**src/rtl/sync_rom_seq_pkg.sv**
```systemverilog
// Shared constants for sync_rom_seq.
//   MODE_* : content pattern selectors for rom_pattern.
//   state_t: playback FSM state encoding.
package sync_rom_seq_pkg;

  localparam int MODE_ONEHOT    = 0;
  localparam int MODE_THERMO    = 1;
  localparam int MODE_REVONEHOT = 2;

  typedef enum logic {
    ST_IDLE = 1'b0,
    ST_RUN  = 1'b1
  } state_t;

endpackage

```
**src/rtl/sync_rom_seq_if.sv**
```systemverilog
// Bus bundle for sync_rom_seq.
//   Requests (master -> slave): rd_en, address, start, last_addr, loop_en, stop.
//   Responses (slave -> master): data_out, valid, busy, done.
interface sync_rom_seq_if #(
  parameter int ADDR_W = 4,
  parameter int DATA_W = 16
);
  logic              rd_en;
  logic [ADDR_W-1:0] address;
  logic              start;
  logic [ADDR_W-1:0] last_addr;
  logic              loop_en;
  logic              stop;
  logic [DATA_W-1:0] data_out;
  logic              valid;
  logic              busy;
  logic              done;

  modport master (
    output rd_en, address, start, last_addr, loop_en, stop,
    input  data_out, valid, busy, done
  );

  modport slave (
    input  rd_en, address, start, last_addr, loop_en, stop,
    output data_out, valid, busy, done
  );
endinterface

```
**src/rtl/sync_rom_seq_rom_pattern.sv**
```systemverilog
// rom_pattern: combinational ROM content generator.
//   index : word address
//   word  : pattern word, k = index mod DATA_W
//           MODE_ONEHOT only bit k, MODE_THERMO bits 0..k,
//           MODE_REVONEHOT only bit DATA_W-1-k.
module rom_pattern
  import sync_rom_seq_pkg::*;
#(
  parameter int ADDR_W = 4,
  parameter int DATA_W = 16,
  parameter int MODE   = MODE_ONEHOT
) (
  input  logic [ADDR_W-1:0] index,
  output logic [DATA_W-1:0] word
);

  localparam int unsigned DW = DATA_W;

  int unsigned k;
  int unsigned rk;

  always_comb begin
    k    = 32'(index) % DW;
    rk   = DW - 1 - k;
    word = '0;
    for (int unsigned i = 0; i < DW; i++) begin
      case (MODE)
        MODE_ONEHOT:    word[i] = (i == k);
        MODE_THERMO:    word[i] = (i <= k);
        MODE_REVONEHOT: word[i] = (i == rk);
        default:        word[i] = 1'b0;
      endcase
    end
  end

endmodule

```
**src/rtl/sync_rom_seq.sv**
```systemverilog
// sync_rom_seq: pattern ROM with direct reads and sequenced playback.
//   clock, reset : rising-edge clock, asynchronous active-high reset
//   bus (slave)  : rd_en/address direct read (IDLE only),
//                  start/last_addr/loop_en playback from address 0,
//                  stop abort (RUN only); data_out registered word,
//                  valid one-cycle qualifier, busy in RUN, done final word.
module sync_rom_seq
  import sync_rom_seq_pkg::*;
#(
  parameter int ADDR_W = 4,
  parameter int DATA_W = 16,
  parameter int MODE   = MODE_ONEHOT
) (
  input  logic          clock,
  input  logic          reset,
  sync_rom_seq_if.slave bus
);

  state_t            state_q, state_d;
  logic [ADDR_W-1:0] cnt_q, cnt_d;
  logic [ADDR_W-1:0] last_q, last_d;
  logic [DATA_W-1:0] data_q, data_d;
  logic              valid_q, valid_d;
  logic              done_q, done_d;

  logic [ADDR_W-1:0] rom_idx;
  logic [DATA_W-1:0] rom_word;

  // Single ROM shared by both paths: the counter owns it in RUN,
  // the direct-read address owns it in IDLE.
  assign rom_idx = (state_q == ST_RUN) ? cnt_q : bus.address;

  rom_pattern #(
    .ADDR_W (ADDR_W),
    .DATA_W (DATA_W),
    .MODE   (MODE)
  ) u_rom (
    .index (rom_idx),
    .word  (rom_word)
  );

  // State register
  always_ff @(posedge clock or posedge reset) begin
    if (reset) begin
      state_q <= ST_IDLE;
      cnt_q   <= '0;
      last_q  <= '0;
      data_q  <= '0;
      valid_q <= 1'b0;
      done_q  <= 1'b0;
    end else begin
      state_q <= state_d;
      cnt_q   <= cnt_d;
      last_q  <= last_d;
      data_q  <= data_d;
      valid_q <= valid_d;
      done_q  <= done_d;
    end
  end

  // Next-state logic
  always_comb begin
    state_d = state_q;
    case (state_q)
      ST_IDLE: if (bus.start) state_d = ST_RUN;
      ST_RUN: begin
        if (bus.stop)                           state_d = ST_IDLE;
        else if (cnt_q == last_q && !bus.loop_en) state_d = ST_IDLE;
      end
      default: state_d = ST_IDLE;
    endcase
  end

  // Datapath / output logic
  always_comb begin
    cnt_d   = cnt_q;
    last_d  = last_q;
    data_d  = data_q;
    valid_d = 1'b0;
    done_d  = 1'b0;
    case (state_q)
      ST_IDLE: begin
        if (bus.start) begin
          last_d = bus.last_addr;
          cnt_d  = '0;
        end else if (bus.rd_en) begin
          data_d  = rom_word;
          valid_d = 1'b1;
        end
      end
      ST_RUN: begin
        if (!bus.stop) begin
          data_d  = rom_word;
          valid_d = 1'b1;
          cnt_d   = cnt_q + ADDR_W'(1);
          if (cnt_q == last_q) begin
            if (bus.loop_en) cnt_d  = '0;
            else             done_d = 1'b1;
          end
        end
      end
      default: ;
    endcase
  end

  assign bus.data_out = data_q;
  assign bus.valid    = valid_q;
  assign bus.done     = done_q;
  assign bus.busy     = (state_q == ST_RUN);

endmodule
```
**src/flat_wrapper.sv**
```systemverilog
// flat-port wrapper written by rule: the top's interface ports become plain ports
module sync_rom_seq_flat import sync_rom_seq_pkg::*;
#(
  parameter int ADDR_W = 4,
  parameter int DATA_W = 16,
  parameter int MODE   = MODE_ONEHOT
)
  (clock, reset, bus_rd_en, bus_address, bus_start, bus_last_addr, bus_loop_en, bus_stop, bus_data_out, bus_valid, bus_busy, bus_done);
  sync_rom_seq_if #(.ADDR_W(ADDR_W), .DATA_W(DATA_W)) bus_i ();
  input  logic clock;
  input  logic reset;
  input wire logic [$bits(bus_i.rd_en)-1:0] bus_rd_en;
  input wire logic [$bits(bus_i.address)-1:0] bus_address;
  input wire logic [$bits(bus_i.start)-1:0] bus_start;
  input wire logic [$bits(bus_i.last_addr)-1:0] bus_last_addr;
  input wire logic [$bits(bus_i.loop_en)-1:0] bus_loop_en;
  input wire logic [$bits(bus_i.stop)-1:0] bus_stop;
  output wire logic [$bits(bus_i.data_out)-1:0] bus_data_out;
  output wire logic [$bits(bus_i.valid)-1:0] bus_valid;
  output wire logic [$bits(bus_i.busy)-1:0] bus_busy;
  output wire logic [$bits(bus_i.done)-1:0] bus_done;
  assign bus_i.rd_en = bus_rd_en;
  assign bus_i.address = bus_address;
  assign bus_i.start = bus_start;
  assign bus_i.last_addr = bus_last_addr;
  assign bus_i.loop_en = bus_loop_en;
  assign bus_i.stop = bus_stop;
  assign bus_data_out = bus_i.data_out;
  assign bus_valid = bus_i.valid;
  assign bus_busy = bus_i.busy;
  assign bus_done = bus_i.done;
  sync_rom_seq #(.ADDR_W(ADDR_W), .DATA_W(DATA_W), .MODE(MODE)) u_core (.clock(clock), .reset(reset), .bus(bus_i));
endmodule
```
**config.mk**
```make
export PLATFORM = sky130hd
export DESIGN_NAME = sync_rom_seq_flat
export DESIGN_NICKNAME = d
export VERILOG_FILES = /design/src/rtl/sync_rom_seq_pkg.sv /design/src/rtl/sync_rom_seq_if.sv /design/src/rtl/sync_rom_seq_rom_pattern.sv /design/src/rtl/sync_rom_seq.sv /design/src/flat_wrapper.sv
export SDC_FILE = /design/constraint.sdc
export NUM_CORES = 1
export LEC_CHECK = 0
export BUFFER_PORTS_ARGS = -buffer_cell sky130_fd_sc_hd__buf_2
export CORE_MARGIN = 5
export CORE_UTILIZATION = 58
export DETAILED_ROUTE_END_ITERATION = 8
export GPL_ROUTABILITY_DRIVEN = 0
export PLACE_DENSITY = 0.95
export SLEW_MARGIN = 5
export SYNTH_ARGS = -nofsm -noshare
export SYNTH_HDL_FRONTEND = slang
export SYNTH_HIERARCHICAL = 1
export SYNTH_SLANG_ARGS = --single-unit
```
**constraint.sdc**
```tcl
create_clock -name clock -period 4.25 [get_ports clock]
set_clock_uncertainty 0.2 [all_clocks]
set_input_delay 0.85 -clock clock [delete_from_list [all_inputs] [get_ports clock]]
set_output_delay 0.85 -clock clock [all_outputs]
set_load 0.03 [all_outputs]
```
==> results by group <==
Run status
  • Outcome: completed

Final layout
  • Share of cells above drive strength 1: 0.460
  • Final instance area: 1700 um2
  • Fin cells: 180
  • Layout area overhead: 10.7%
  • Commonest non-fill, non-tap cell in the layout: buf_2
  • Most frequent cells in the layout: buf_2, dfrtp_1, nand2_1
  • Antenna diodes: 0
  • Count of nets after finishing: 166

Worst setup path
  • Crit path kind: reg2out
  • Crit Path Max Fanout: 15
  • CP delay by family, top: flip-flops
  • Cell Chain, Critical Path: buf_2
  • Critical path arrival: 1.26 ns
  • FF-to-FF path depth: 3
  • Slowest CP cell: dfrtp_1
  • CP startpoint kind: register
  • Required @ worst endpoint: 3.20 ns
  • R2R setup slack: 2.15 ns
  • R2r startpoint: u_core/bus.busy$_DFF_PP0_
  • Reg2Reg Capture Point: u_core/bus.data_out[9]$_DFFE_PP0P_
  • Crit path capture type: output pin
  • Worst path max stage delay: 0.65 ns
  • Levels on crit path: 1
  • CP bufs+invs: 1

Clock network
  • Hold_buf cts: 0
  • Clock Tree Root: clkbuf_4
  • H-tree depth: 1
  • Post-CTS Resized: 0
  • Post-CTS Setup Bufs: 0
  • Sink Count: 27
  • Clock buffer depth: 2
  • Number of buffers created by CTS: 3
  • Clock input transition at the sequential cells of the worst setup and hold paths: 0.15 ns
  • Worst-skew pair later-pin latency: 0.33 ns
  • CTS tree: built

GRT
  • Remaining global-route overflow: 0
  • First-pass GRT wire length: 4880 um
  • Vias in the first global route: 1015
  • Initial antenna violation count: 0
  • Largest net degree at the start of global routing: 28
  • All-layer global routing usage: 0.177

Synth
  • Synth area leaders: dfrtp_1, mux2_4, mux2_2, and4bb_2, nor4b_2
  • Sequential area share after synthesis: 0.440
  • Synthesis-stage register bit count: 27
  • Cells after Synth: approximately 120
  • Library cells used by synthesis: 39
  • Number of flops mapped to enable cells by yosys: 0
  • Synth top area share: 0.440
  • Most used DFF post-synth: dfrtp_1
  • Post-Syn Area: 1540 um2
  • Syn. warnings: 6
  • Asr flop ratio synth: 1.00
  • Cell taking the most area after synthesis: dfrtp_1
  • Syn_area_per_cell: between 10 and 15 um2
  • Synthesized Nets: 137

Die
  • Die Wd: slightly above 60 um
  • I/O pin count: 33
  • DIE HEIGHT: about 61 um
  • Full die area: between 3000 and 4000 um2
  • Core area: between 2000 and 2500 um2
  • Initial Utilization: 0.615
  • Row cnt: 18

Timing
  • Fin Hold WS: 0.316 ns
  • Fin Setup TNS: 0 ns
  • RSZ-0062 raised after global routing: no
  • Fmax: about 430 MHz
  • Worst Max-Slew Pin Slew: 1.00 ns
  • Max-slew violations: 0
  • Final worst slack: 1.94 ns
  • Hold Violations, Final: 0
  • Minimum clock period: 2.31 ns
  • Part of the cycle the worst path needs: 0.544
  • Relative slew margins: 0.331
  • Setup violators final: 0

Power
  • Clock group share of total power: 0.103
  • Switching Share: 0.446
  • Internal: just over 600 uW
  • Flop pwr share: 0.374
  • Leak: 0.000892 uW
  • Net Switching: 500 uW
  • Pwr/cell area: 659 nW/um2
  • VDD IR-drop max: 0.420 mV
  • Share of power burned in combinational logic: 0.523

Hold path
  • Worst hold stages: 2
  • Worst hold path class: reg2reg
  • Min-Delay Endpoint: u_core/last_q[2]$_DFFE_PP0P_
  • Hold Path Origin: u_core/last_q[2]$_DFFE_PP0P_

Route
  • # DRC: 0
  • Routed Antenna Nets: 0
  • Drt via density: 5.81
  • Final WL: 2790 um
  • DRT Pass-1 Iters: 4
  • Via count: 1046
  • Avg WL per Cell: 15.5 um
  • Initial DRC Count: 31

Place
  • DPL Wire Length: 1950 um
  • DP Cell Count: 176
  • Port Buffers: 32
  • Post-DP Area: 1670 um2
  • DP Worst Slack: 1.93 ns

Flow run
  • Max-cap violations: 0
-- logic make-up (layout without fill, tap and decap cells) --
| family | after synthesis | count (layout) | synth area share |
|---|---|---|---|
| simple gates | 45 | 45 | 0.241 |
| fa+ha+maj | 1 | 1 | 0.00814 |
| compound gates | 11 | 11 | 0.0562 |
| flops | 27 | 27 | 0.440 |
| xor+xnor | 5 | 5 | 0.0285 |
| buf+inv | 12 | 40 | 0.0513 |
| mux | 21 | 21 | 0.175 |
-- flip-flops by register name (all words and copies together), names as in the netlist --
name and flops:
u_core/bus.data_out 16, u_core/cnt_q 4, u_core/last_q 4, u_core/bus.busy 1, u_core/bus.done 1, u_core/bus.valid 1
-- power groups by stage --
stage | registers, uW | clock network [uW] | logic, uW
finish | 420 | 115 | 586
global route | 437 | 125 | 634
CTS | 419 | 118 | 586
detailed placement | 425 | 0 | 582
global placement | 421 | 0 | 571
floorplan | 502 | 0 | 415
-- final cells by class --
cell class | instances | area [um2]
clock buffers | 3 | 22.5
clock inverters | 1 | 7.51
fillers | 167 | 800
inverters | 4 | 15.0
multi-input cells | 83 | 782
flip-flops and latches | 27 | 676
well taps | 30 | 37.5
repair buffers | 32 | 160
-- layer usage --
layer | GRT usage | up-vias | routed length [um]
met3 | 0.0189 | 5 | 125
met2 | 0.269 | 31 | 1330
li1 | - | 506 | -
met1 | 0.255 | 504 | 1290
met4 | 0.0818 | 0 | 56
met5 | 0 | - | 0
-- cells in the mapped netlist (2+ instances only) --
cell      number
nand3_1        2
nor4b_2        4
xor2_1         4
buf_2          2
nor2_1         3
and4bb_1       2
a31oi_1        3
and4bb_2       5
nand2_1       13
dfrtp_1       27
and4b_1        4
mux2_2        11
buf_4          4
mux2_4         9
inv_1          4
nand2b_1       2
-- how the worst max path moves through the flow --
stage | endpoint | start
after CTS | bus_busy | u_core/bus.busy$_DFF_PP0_
after global routing | bus_busy | u_core/bus.busy$_DFF_PP0_
after detailed placement | u_core/bus.data_out[11]$_DFFE_PP0P_ | bus_start
after global placement | u_core/bus.data_out[8]$_DFFE_PP0P_ | bus_start
after floorplan | u_core/bus.data_out[6]$_DFFE_PP0P_ | u_core/bus.busy$_DFF_PP0_
final | bus_busy | u_core/bus.busy$_DFF_PP0_
-- metrics by stage --
stage,total power [uW],utilization
final,1120,0.680
after global routing,1200,0.680
after CTS,1120,0.680
after detailed placement,1010,0.668
after global placement,991,0.668
after floorplan,917,-
Note: power is estimated with default switching activity, not from simulation.
